## src/rtl/mem_pkg.sv

```systemverilog
// mem_pkg: definitions shared by mem_access_unit, the 6502 core glue and benches.
//   DEF_ADDR_WIDTH / DEF_DATA_WIDTH : default BRAM address / byte widths
//   mau_state_t                     : access sequencer states
//   mem_req_t                       : request bundle (write, word, addr, wdata)
//   cap_tok_t                       : read-capture token carried down the latency pipe
//   VEC_NMI / VEC_RESET / VEC_IRQ   : 6502 vector addresses
package mem_pkg;

  localparam int DEF_ADDR_WIDTH = 16;
  localparam int DEF_DATA_WIDTH = 8;

  typedef enum logic [1:0] {
    IDLE  = 2'd0,
    LO    = 2'd1,
    HI    = 2'd2,
    DRAIN = 2'd3
  } mau_state_t;

  typedef struct packed {
    logic                          write;
    logic                          word;
    logic [DEF_ADDR_WIDTH-1:0]     addr;
    logic [2*DEF_DATA_WIDTH-1:0]   wdata;
  } mem_req_t;

  // One token per BRAM read cycle; it pops out of the pipe on the edge
  // where douta holds that cycle's byte.
  typedef struct packed {
    logic vld;   // a read byte is due on this edge
    logic hi;    // byte is the high half of a word
    logic last;  // final byte of the request -> respond
  } cap_tok_t;

  localparam logic [15:0] VEC_NMI   = 16'hFFFA;
  localparam logic [15:0] VEC_RESET = 16'hFFFC;
  localparam logic [15:0] VEC_IRQ   = 16'hFFFE;

endpackage

```

## src/rtl/mem_access_unit.sv

```systemverilog
// mem_access_unit: bus initiator driving the memory_block BRAM port for the
// 6502 core. Accepts byte / 16-bit little-endian word requests over a
// valid/ready handshake, issues one or two BRAM byte cycles, absorbs the
// BRAM read latency and returns one rsp_valid pulse per request.
//
// Ports:
//   clk_sys, rst_n (async, active low)
//   req_valid/req_ready, req_write, req_word, req_addr, req_wdata : request
//   rsp_valid, rsp_rdata                                          : response
//   ena, wea, addra, dina, douta                                  : BRAM port
//
// Build option:
//   MEM_PAGE_WRAP_EN - word high byte stays in the same 256-byte page
//                      (NMOS JMP-indirect behaviour); otherwise full increment.
module mem_access_unit
  import mem_pkg::*;
#(
  parameter int ADDR_WIDTH = DEF_ADDR_WIDTH,
  parameter int DATA_WIDTH = DEF_DATA_WIDTH,
  parameter int RD_LATENCY = 1
) (
  input  logic                    clk_sys,
  input  logic                    rst_n,
  input  logic                    req_valid,
  output logic                    req_ready,
  input  logic                    req_write,
  input  logic                    req_word,
  input  logic [ADDR_WIDTH-1:0]   req_addr,
  input  logic [2*DATA_WIDTH-1:0] req_wdata,
  output logic                    rsp_valid,
  output logic [2*DATA_WIDTH-1:0] rsp_rdata,
  output logic                    ena,
  output logic                    wea,
  output logic [ADDR_WIDTH-1:0]   addra,
  output logic [DATA_WIDTH-1:0]   dina,
  input  logic [DATA_WIDTH-1:0]   douta
);

  mau_state_t              state;
  logic                    wr_q;
  logic                    word_q;
  logic [ADDR_WIDTH-1:0]   addr_q;
  logic [DATA_WIDTH-1:0]   wdata_hi;
  logic [DATA_WIDTH-1:0]   lo_byte;
  logic [ADDR_WIDTH-1:0]   hi_addr;
  logic                    accept;
  cap_tok_t                tok_in;
  cap_tok_t                tok_out;
  cap_tok_t [RD_LATENCY:0] vld_pipe;

  // req_ready is only ever high in IDLE, so accept implies IDLE.
  assign accept  = req_valid & req_ready;
  assign tok_out = vld_pipe[RD_LATENCY];

`ifdef MEM_PAGE_WRAP_EN
  assign hi_addr = {addr_q[ADDR_WIDTH-1:8], addr_q[7:0] + 8'd1};
`else
  assign hi_addr = addr_q + ADDR_WIDTH'(1);
`endif

  // A token enters on the edge that launches a read cycle onto the BRAM
  // port; RD_LATENCY+1 edges later douta carries that byte.
  always_comb begin
    tok_in = '0;
    if (state == IDLE && accept && !req_write) begin
      tok_in.vld  = 1'b1;
      tok_in.last = !req_word;
    end else if (state == LO && word_q && !wr_q) begin
      tok_in.vld  = 1'b1;
      tok_in.hi   = 1'b1;
      tok_in.last = 1'b1;
    end
  end

  always_ff @(posedge clk_sys or negedge rst_n) begin
    if (!rst_n) vld_pipe <= '0;
    else        vld_pipe <= {vld_pipe[RD_LATENCY-1:0], tok_in};
  end

  always_ff @(posedge clk_sys or negedge rst_n) begin
    if (!rst_n) begin
      state     <= IDLE;
      req_ready <= 1'b0;
      rsp_valid <= 1'b0;
      rsp_rdata <= '0;
      ena       <= 1'b0;
      wea       <= 1'b0;
      addra     <= '0;
      dina      <= '0;
      wr_q      <= 1'b0;
      word_q    <= 1'b0;
      addr_q    <= '0;
      wdata_hi  <= '0;
      lo_byte   <= '0;
    end else begin
      rsp_valid <= 1'b0;

      // Read capture runs off the token pipe, independent of state, since
      // the low byte can arrive while the FSM is still driving HI.
      if (tok_out.vld) begin
        if (!tok_out.hi) lo_byte <= douta;
        if (tok_out.last) begin
          rsp_valid <= 1'b1;
          rsp_rdata <= tok_out.hi ? {douta, lo_byte}
                                  : {{DATA_WIDTH{1'b0}}, douta};
        end
      end

      case (state)
        IDLE: begin
          req_ready <= 1'b1;
          if (accept) begin
            state     <= LO;
            req_ready <= 1'b0;
            wr_q      <= req_write;
            word_q    <= req_word;
            addr_q    <= req_addr;
            wdata_hi  <= req_wdata[2*DATA_WIDTH-1:DATA_WIDTH];
            ena       <= 1'b1;
            wea       <= req_write;
            addra     <= req_addr;
            dina      <= req_wdata[DATA_WIDTH-1:0];
          end
        end
        LO: begin
          if (word_q) begin
            // ena/wea stay as launched for the second byte
            state <= HI;
            addra <= hi_addr;
            dina  <= wdata_hi;
          end else begin
            ena <= 1'b0;
            wea <= 1'b0;
            if (wr_q) begin
              state     <= IDLE;
              req_ready <= 1'b1;
              rsp_valid <= 1'b1;
            end else begin
              state <= DRAIN;
            end
          end
        end
        HI: begin
          ena <= 1'b0;
          wea <= 1'b0;
          if (wr_q) begin
            state     <= IDLE;
            req_ready <= 1'b1;
            rsp_valid <= 1'b1;
          end else begin
            state <= DRAIN;
          end
        end
        DRAIN: begin
          if (tok_out.vld && tok_out.last) begin
            state     <= IDLE;
            req_ready <= 1'b1;
          end
        end
        default: state <= IDLE;
      endcase
    end
  end

endmodule
```

## config.mk

```make
export PLATFORM = sky130hd
export DESIGN_NAME = mem_access_unit
export DESIGN_NICKNAME = d
export VERILOG_FILES = /design/src/rtl/mem_pkg.sv /design/src/rtl/mem_access_unit.sv
export SDC_FILE = /design/constraint.sdc
export NUM_CORES = 1
export LEC_CHECK = 0
export CAP_MARGIN = 20
export CORE_UTILIZATION = 45
export DETAILED_ROUTE_END_ITERATION = 6
export GPL_TIMING_DRIVEN = 0
export PLACE_DENSITY_LB_ADDON = 0.25
export SETUP_SLACK_MARGIN = 0.05
export SYNTH_ARGS = -nofsm -noshare
export SYNTH_HDL_FRONTEND = slang
export SYNTH_SLANG_ARGS = --single-unit
```

## constraint.sdc

```tcl
create_clock -name clk_sys -period 4.77 [get_ports clk_sys]
set_input_delay 0.954 -clock clk_sys [delete_from_list [all_inputs] [get_ports clk_sys]]
set_output_delay 0.954 -clock clk_sys [all_outputs]
set_load 0.05 [all_outputs]
```

-- After elaboration in Yosys (flattened, before gate mapping)
Cells that the tools add are included.
- bits in registers: 86
- word-level logic and storage cells: 78
- $add $sub $neg: 1
- equal/unequal tests: 7
- mux-type cells: 31
- bitwise operators: 2
- reduce and logical (&&, ||, !) cells: 18
- operators with widths (operator ; number):
    2-to-1 mux 16 bit ; 3
    one-hot mux 16 bit (2 select lines) ; 1
    adder 16 x 1 -> 16 bit, second input constant ; 1
    2-to-1 mux 8 bit ; 2
    one-hot mux 8 bit (2 select lines) ; 1
    2-to-1 mux 1 bit ; 14
    AND reduction 2 bit ; 5
    2-to-1 mux 2 bit ; 4
    inequality test 2 bit, second input constant ; 4
    one-hot mux 2 bit (4 select lines) ; 1
    one-hot mux 1 bit (3 select lines) ; 2
    AND reduction 3 bit ; 2
    logical AND 1 bit ; 5
    == test 2 bit, second input constant ; 2
    one-hot mux 1 bit (4 select lines) ; 1
    zero test 1 bit ; 3
    2-to-1 mux 3 bit ; 1
    nonzero test 3 bit ; 1
    == test 2 x 1 -> 1 bit, second input constant ; 1
    zero test 2 bit ; 1
    one-hot mux 1 bit (2 select lines) ; 1
    nonzero test 2 bit ; 1
    bitwise AND 1 bit ; 1
    NOT 1 bit ; 1

-- Longest topological paths before layout
- word-level depth: 5
- gate-level depth with buffers: 8
- depth with buffers taken out: 6

-- Worst setup path before layout
No wires, ideal clock.
- path kind: in2reg
- start: input port req_valid
- end: register wdata_hi[0]
- arrival time: 1.737 ns
- data required time: 4.645 ns
- path slack: 2.909 ns
- stages on the path: 3
- path buffers: 1
- path through: nand3_1 > clkbuf_1 > mux2_2
- longest elaborated chain between the ends: 2
- RTL lines (item ; line ; RTL):
    start: declaration ; mem_access_unit.sv:24 ; input logic req_valid,
    bitwise AND 1 bit ; mem_access_unit.sv:52 ; assign accept = req_valid & req_ready;
    AND reduction 2 bit (no line) ; -- ;
    end signal: assignment ; mem_access_unit.sv:118 ; wdata_hi <= req_wdata[2*DATA_WIDTH-1:DATA_WIDTH];
    end: declaration ; mem_access_unit.sv:43 ; logic [DATA_WIDTH-1:0] wdata_hi;
Every way passes these cells.
A chain may end at the register's enable or synchronous reset.

-- Worst setup path in the final report
- start: register req_ready
- end: output port req_ready
- RTL lines (item ; line ; RTL):
    start: declaration ; mem_access_unit.sv:25 ; output logic req_ready,
    start signal: assignment ; mem_access_unit.sv:83 ; req_ready <= 1'b0;
    start signal: assignment ; mem_access_unit.sv:111 ; req_ready <= 1'b1;
    start signal: assignment ; mem_access_unit.sv:114 ; req_ready <= 1'b0;
No word-level cell between the ends.

==> out/results.txt <==
Die X: 95.3 microns
Async SR Flop Fraction: 100%
Hold Path Class: register to register
Cells after synthesis: 351
Post-Layout Cell Count: 561
Mapped Area: 0.00392 sq mm
Footprint of the multi-input gates: 0.00166 sq mm
Unique masters post-synth: 36
Stages on worst setup path: 1
Worst-path clk slew: 0.09 ns
Worst Setup SP: req_ready
Overflow after GRT: 0
Warnings from Yosys: 0
Critical path peak fanout: 7
Most common cell after layout, fill and taps aside: clkdlybuf4s50_1
CTS Buf Count: 9
Vias: 2,962
Clk network pwr share: 15.0%
Top delay family on crit path: buffers and inverters
Antenna violations before repair: 0
Drt drc: 0
Slew @ Worst Pin: 0.576 ns
Fin Setup TNS: 0 ns
Gr usage total: 21.3%
Largest net degree at the start of global routing: 56
Slew Limit Headroom: 61.6%
Power density cells: 803 mW/mm^2
Post-layout min period: 2.58 ns
Layout cell share with drive strength beyond 1: 15.8%
Commonest cells after routing, fill and taps aside: clkdlybuf4s50_1 (87), dfrtp_1 (86), nand2_1 (53), mux2_2 (35), o21ai_0 (28)
H-tree levels: 3
Design Area, Final: 0.00520 sq mm
Dpl cells: 545
Port buffer count: 88
Synth area leader: dfrtp_1
Max cap viols: 0
IO Count: 89
Via density: 5.28
Int Pwr: 2.30 mW
Synth top area cells: dfrtp_1 (55%), mux2_2 (10%), nand2_1 (5.1%)
# diodes: 0
# hold bufs at CTS: 0
Placement Cell Area: 0.00496 sq mm
Critical-path top delay cell: clkdlybuf4s50_1
CP Launch Type: register
Clock skew: 0.0133 ns
Area grow syn2layout: 32.7%
Most used DFF post-synth: dfrtp_1
Vias in the first global route: 3,077
# rows: 33
Worst EP arrival: 1.63 ns
Die Y: 95.3 microns
FF-to-FF End: dina[5]
Post-synthesis sequential area ratio: 54.9%
Global-route wire length before repair: 14.7 mm
CTS tree: yes
R2R Path Start: state[1]
Avg Cell Area, Syn: 11.2 sq um
WP buf/inv: 1
Final period util: 54.1%
Clock Sinks: 86
Max rail drop VDD: 0.592 mV
Gate power share: 52.7%
Crit end category: output port
Clock tree buffer depth: 2
DP HPWL: 6.01 mm
Final Wtd Congestion: 0.779
Psw: 1.88 mW
Setup Fix Bufs, Post-CTS: 0
Leakage: 2.21 nW
Worst hold margin: 0.352 ns
Reg power frac: 32.3%
FF+latch count, synth: 86
DIE AREA: 0.00909 sq mm
Critical-path cell list: clkdlybuf4s50_1
Initial core utilization: 47.0%
Critical Path End: req_ready
Clock latency on the worst-skew pair: 0.36 ns
1st-iter DRT viols: 100
Floorplan core area: 0.00834 sq mm
Post-cts resize count: 0
Required time of the critical path: 3.82 ns
Drt pass-1 iters: 4
Share of the synthesized area in the top cell type: 54.9%
Seq. cell area: 0.00215 sq mm
Nets: 503
R2R Setup Slk: 2.70 ns
Wire per inst: 15.6 microns
R2R depth: 6
Fmax: 387 MHz
Setup violators final: 0
Filler Cell Count: 682
Root Buffer: clkbuf_8
Final Max Tran Viols: 0
RSZ-0062 raised after global routing: no
Post-synth EDFFs: 0
Final Hold Viols: 0
Status: finished clean
Critical path class: register to output port
Drt total wl: 8.77 mm
Slowest stage delay, CP: 0.83 ns
Routed Antenna Nets: 0
Syn_nets: 403
Switch share: 45.1%
-- synthesized netlist by cell type, types with 2 or more instances --
cell and count:
nand2b_1 3, dfrtp_1 86, o211ai_1 4, a21oi_1 13, mux2_2 35, nor4_2 2, clkbuf_1 8, nor3_1 6
buf_2 9, xnor2_1 12, or3_1 2, o22ai_1 6, mux2i_1 19, nor2_1 12, ha_1 7, nand3_1 20
and2_1 2, nand2_1 53, o21ai_0 28, inv_1 5, o211ai_2 2, nand4_4 2, nor4_1 2
-- stage by stage --
step	total power, mW	util (%)	worst slack, ns
2_1_floorplan	2.87	-	2.91
3_3_place_gp	3.52	59.1	-0.404
3_5_place_dp	3.57	59.4	2.13
4_1_cts	4.20	62.4	2.17
5_1_grt	4.46	62.4	2.11
6_report	4.18	62.4	2.19
-- power by group through the flow --
stage	Combinational (mW)	Clock (mW)	Sequential, mW
global placement	2.17	0	1.35
CTS	2.22	0.632	1.35
finish	2.20	0.625	1.35
detailed placement	2.21	0	1.36
global route	2.39	0.665	1.40
floorplan	0.929	0	1.94
-- state kept, by name (all words and copies together), names as in the netlist, 2 cells and up --
name,count
addr_q,16
addra,16
dina,8
lo_byte,8
rsp_rdata,16
state,2
tok_out,3
vld_pipe,3
wdata_hi,8
-- worst min-delay path by stage --
stage / to / from / slack, ns / cells past startpoint
after floorplan: tok_out[0] / vld_pipe[0] / 0.33 / 0
after global placement: tok_out[0] / vld_pipe[0] / 0.33 / 0
after detailed placement: tok_out[1] / vld_pipe[1] / 0.34 / 0
after CTS: tok_out[1] / vld_pipe[1] / 0.35 / 0
after global routing: tok_out[0] / vld_pipe[0] / 0.36 / 0
final: tok_out[1] / vld_pipe[1] / 0.35 / 0
-- logic make-up after synthesis --
group / after synthesis / share of synthesized area, %
and+or+nand+nor: 107 / 13.2
buffers and inverters: 24 / 2.62
muxes: 54 / 14.9
xor gates and xnor gates: 13 / 2.91
adders and majority gates: 7 / 2.23
AOI/OAI and AO/OA: 60 / 9.20
DFF: 86 / 54.9
-- final cells by class --
type,count,share of cell area [%]
Sequential cell,86,41.4
Multi-Input combinational cell,241,32.0
Timing Repair Buffer,89,17.4
Tap cell,105,2.53
Clock buffer,9,2.38
Clock inverter,7,2.33
Buffer,18,1.54
Inverter,6,0.433
-- metal layers --
metal / global-route usage [%] / routed length (microns) / share of wire, %
met4: 6.57 / 102 / 1.2
met2: 35.1 / 4140 / 47
met1: 27.6 / 4090 / 47
met5: 0 / 0 / 0
met3: 5.10 / 436 / 5.0
(Power assumes the default switching activity.)
